### src/rtl/shift_add_mul_seq.sv
// shift_add_mul_seq: multi-cycle unsigned shift-and-add multiplier sequencer.
//
// Produces a WIDTH x WIDTH unsigned product in WIDTH step cycles. It drives an
// external combinational ripple adder, which is not part of this block. Each RUN
// cycle performs one add-and-shift step:
//   - Adds M to ACC when Q[0] is set.
//   - Shifts {carry, sum, Q} right by one.
//
// Ports:
//   clk      in   system clock, rising edge
//   rst_n    in   asynchronous active-low reset
//   start    in   request, sampled in IDLE and DONE only
//   a, b     in   multiplicand / multiplier, captured on an accepted start
//   busy     out  high while stepping (RUN)
//   done     out  one-cycle completion pulse (DONE)
//   product  out  2*WIDTH result register, held until the next completion
//   add_a    out  adder operand A (ACC)
//   add_b    out  adder operand B (M or 0)
//   add_ci   out  adder carry-in (tied low)
//   add_s    in   adder sum
//   add_co   in   adder carry-out
module shift_add_mul_seq #(
    parameter int unsigned WIDTH = 8
) (
    input  logic                 clk,
    input  logic                 rst_n,
    input  logic                 start,
    input  logic [WIDTH-1:0]     a,
    input  logic [WIDTH-1:0]     b,
    output logic                 busy,
    output logic                 done,
    output logic [2*WIDTH-1:0]   product,
    output logic [WIDTH-1:0]     add_a,
    output logic [WIDTH-1:0]     add_b,
    output logic                 add_ci,
    input  logic [WIDTH-1:0]     add_s,
    input  logic                 add_co
);

    localparam int unsigned CntW = $clog2(WIDTH + 1);

    typedef enum logic [1:0] {
        StIdle = 2'd0,
        StRun  = 2'd1,
        StDone = 2'd2
    } state_e;

    state_e               state_q, state_d;
    logic [WIDTH-1:0]     m_q, m_d;
    logic [WIDTH-1:0]     acc_q, acc_d;
    logic [WIDTH-1:0]     q_q, q_d;
    logic [CntW-1:0]      cnt_q, cnt_d;
    logic [2*WIDTH-1:0]   product_q, product_d;

    always_ff @(posedge clk or negedge rst_n) begin
        if (!rst_n) begin
            state_q   <= StIdle;
            m_q       <= '0;
            acc_q     <= '0;
            q_q       <= '0;
            cnt_q     <= '0;
            product_q <= '0;
        end else begin
            state_q   <= state_d;
            m_q       <= m_d;
            acc_q     <= acc_d;
            q_q       <= q_d;
            cnt_q     <= cnt_d;
            product_q <= product_d;
        end
    end

    always_comb begin
        state_d   = state_q;
        m_d       = m_q;
        acc_d     = acc_q;
        q_d       = q_q;
        cnt_d     = cnt_q;
        product_d = product_q;

        unique case (state_q)
            // DONE accepts a new start exactly like IDLE so that operations can
            // issue back to back with no idle cycle in between.
            StIdle, StDone: begin
                if (start) begin
                    m_d     = a;
                    q_d     = b;
                    acc_d   = '0;
                    cnt_d   = CntW'(WIDTH);
                    state_d = StRun;
                end else begin
                    state_d = StIdle;
                end
            end

            StRun: begin
                // The carry-out is shifted into the top of ACC. This keeps the
                // full sum, so no step can overflow.
                acc_d = {add_co, add_s[WIDTH-1:1]};
                q_d   = {add_s[0], q_q[WIDTH-1:1]};
                cnt_d = cnt_q - CntW'(1);
                if (cnt_q == CntW'(1)) begin
                    // Final step: the shifted {ACC, Q} is the full product.
                    product_d = {add_co, add_s, q_q[WIDTH-1:1]};
                    acc_d     = '0;
                    state_d   = StDone;
                end
            end

            default: begin
                state_d = StIdle;
            end
        endcase
    end

    assign busy    = (state_q == StRun);
    assign done    = (state_q == StDone);
    assign product = product_q;

    assign add_a  = acc_q;
    assign add_b  = q_q[0] ? m_q : '0;
    assign add_ci = 1'b0;

endmodule

### config.mk
export PLATFORM = sky130hd
export DESIGN_NAME = shift_add_mul_seq
export DESIGN_NICKNAME = d
export VERILOG_FILES = /design/src/rtl/shift_add_mul_seq.sv
export SDC_FILE = /design/constraint.sdc
export NUM_CORES = 1
export LEC_CHECK = 0
export BUFFER_PORTS_ARGS = -buffer_cell sky130_fd_sc_hd__buf_2
export CORE_MARGIN = 2
export CORE_UTILIZATION = 26
export CTS_CLUSTER_DIAMETER = 30
export DETAILED_ROUTE_END_ITERATION = 8
export PLACE_DENSITY = 0.49
export SLEW_MARGIN = 20
export SYNTH_ARGS = -nofsm -noshare
export SYNTH_HDL_FRONTEND = slang
export SYNTH_SLANG_ARGS = --single-unit
### constraint.sdc
create_clock -name clk -period 1.8 [get_ports clk]
set_input_delay 0.09 -clock clk [delete_from_list [all_inputs] [get_ports clk]]
set_output_delay 0.09 -clock clk [all_outputs]
set_load 0.03 [all_outputs]
==> impl_metrics.yaml <==
sta:
  fin_skew_ns: 0.00458
  min_period_ns: 1.53
  setup_viol: 0
  fmax_ghz: 0.653
  worstMarginPinSlew_ns: 0.735
  rsz0062_at_grt: "false"
  finalCritPeriodShare_pct: 85.1
  slew_viol_final: 0
  fin_tns_setup_ns: 0
  slew_headroom_pct: 50.9
  hold_viol: 0
route:
  vias_per_cell: 4.26
  drcViolationCount: 0
  vias: 1261
  post_drt_wl_per_cell_um: 13.1
  dr.pass1.iters: 3
  first_iter_violations: 60
  drt_wl_total_um: 3860
  ant_nets: 0
critical_path:
  ff2ff_path_depth: 5
  slowest_delay_ns: 0.40
  regToRegSetupSlack_ns: 0.27
  crit_chain: "inv_1, ha_1, nor3b_4, nand2_4, mux2_4"
  required_ns: 1.98
  r2r-start: "cnt_q[1]"
  cpMaxStageDelayCell: "dfrtp_1"
  r2r_end: "product[7]"
  critPathArrivalTime_ns: 1.71
  path_max_fanout: 17
  criticalPathCategory: "flop to flop"
  crit_path_start_kind: "flop"
  end_kind: "flop"
cts:
  root_buffer: "clkbuf_8"
  clkTransAtPathRegs_ns: 0.08
  cts_buffers: 5
  clk_latency_ns: 0.29
  clock-sinks: 46
  htree_num_levels: 2
  cts_tree: "built"
  cts_buffer_depth: 2
grt:
  gr-total-overflow: 0
  grt_max_degree: 26
  antenna_found_initial: 0
  grt_pass1_vias: 1273
  grt_pass1_wl_um: 6480
  grtUsageTotal_pct: 10.2
yosys:
  ys_seq_elements: 46
  synth_cell_types: 26
  yosys_warnings: 0
  synthesis.area_sq_um: 1920
  synthCells: 131
  synth_top_area_share_pct: 60.0
  synth_area_leaders: "dfrtp_1 60%, mux2_2 9.4%, a22o_1 7.3%, mux2_4 7.0%, a21o_1 3.1%"
  syn_nets: 161
  synth_top_area_cell: "dfrtp_1"
  syn_area_per_cell_sq_um: 14.7
  ys_seq_area_share_pct: 60.0
outcome:
  status: "complete, no violations"
floorplanning:
  dieArea_sq_um: 8090
  io_pins: 63
  rows: 31
  die_h_um: 89.9
  die_w_um: 89.9
  coreArea_sq_um: 7210
  start_util_pct: 26.6
power:
  p_per_area_nw_per_um2: 2030
  power_uw: 4990
  max-vdd-ir-drop_uv: 1020
  p_leak_uw: 0.00127
finish:
  antenna_cells: 0
  nFillCells: 752
  finish.net_count: 227
  layout_commonest_cell: "buf_2"
  mostFrequentLayoutCells: "61 x buf_2, 46 x dfrtp_1, 16 x mux2_2, 16 x a22o_1, 9 x mux2_4"
  area_delta_synth_final_pct: 28.3
  drive_above_1_share_pct: 51.8
place:
  port_buffers: 61
  routabilityCongestion: 0.701
  dp_hpwl_um: 2750
run:
  drv_cap: 0
min_path:
  min_delay_path_depth: 2
  min-delay-start: "add_s[4]"
  hold-path-endpoint: "add_a[3]"
  hold_path_class: "input port to flop"
layer usage:
metal	global-route usage, %	share of wire, %
met5	0	0
met3	2.93	5.9
met1	14.5	47
met2	15.0	46
met4	3.08	0.83
registers in the layout (all words and copies together) (netlist names):
register	flops
q_q	8
cnt_q	4
m_q	8
add_a	8
state_q	2
product	16
worst max-delay path by stage:
stage / from / to / slack, ns
6_report: cnt_q[1] / product[7] / 0.27
5_1_grt: state_q[0] / cnt_q[0] / 0.15
4_1_cts: cnt_q[1] / product[7] / 0.26
3_5_place_dp: cnt_q[1] / product[8] / 0.27
3_3_place_gp: cnt_q[1] / product[6] / 0.26
2_1_floorplan: cnt_q[1] / product[10] / 0.34
stage by stage:
| step | cell area, sq um | setup WS, ns | std cells | util (%) | hold WS, ns |
|---|---|---|---|---|---|
| finish | 2460 | 0.269 | 296 | 34.1 | 0.0254 |
| global route | 2460 | 0.154 | 296 | 34.1 | 0.0138 |
| CTS | 2460 | 0.259 | 296 | 34.1 | 0.0121 |
| detailed placement | 2340 | 0.267 | 288 | 32.4 | 0.106 |
| global placement | 2340 | 0.263 | 288 | 32.4 | 0.106 |
| floorplan | 1920 | 0.336 | 131 | - | -0.206 |
cell usage after synthesis:
library cell   n
a22o_1        16
nand3b_1       2
nor2_1         1
inv_2          1
nand2_4        1
nor2_2         1
ha_1           2
nand2b_2       1
buf_6          1
dfrtp_1       46
conb_1         1
or2_2          1
o2bb2ai_1      1
mux2_4         9
a31oi_1        1
nor3_1         1
o21ai_0        1
and2_1         8
buf_2          2
a21o_1         8
inv_1          3
nor3b_4        1
nor2b_1        2
mux2_2        16
a211oi_1       1
buf_4          3
layout make-up:
cell class,count,area [sq um],share of cell area (%)
Multi-Input combinational cell,75,709,28.8
Tap cell,99,124,5.03
Inverter,4,15.0,0.610
Clock buffer,6,82.6,3.35
Sequential cell,46,1150,46.7
Clock inverter,1,30.0,1.22
Timing Repair Buffer,65,350,14.2
timing repair:
item                                   4_1_cts  5_1_grt
gates resized for setup                      0        0
hold buffers                                 1        0
endpoints found under the hold margin       21        0
buffers inserted                             0        0
kinds of logic (layout without fill, tap and decap cells):
| family | count (synthesis) | in the layout | synth area share, % |
|---|---|---|---|
| AO/OA/AOI/OAI | 28 | 28 | 11.9 |
| adder cells (fa/ha/maj) | 2 | 2 | 1.30 |
| buffers and inverters | 10 | 76 | 3.06 |
| flip-flops | 46 | 46 | 60.0 |
| multiplexers | 25 | 25 | 16.4 |
| other | 1 | 1 | 0.195 |
| AND/OR/NAND/NOR | 19 | 19 | 7.17 |
critical path: cells and delay by family, from the launching register on:
family | cells | cell delay, ns
adders and majority gates | 1 | 0.13
and+or+nand+nor | 2 | 0.45
buffers and inverters | 1 | 0.08
muxes | 1 | 0.35
DFF | 1 | 0.40
where the power goes:
part | switching (uW) | total, uW | internal, uW
logic | 1360 | 2350 | 982
clock network | 323 | 768 | 444
registers | 329 | 1880 | 1550
total | 2020 | 4990 | 2970
No activity file was read; power rests on OpenSTA's default activity.
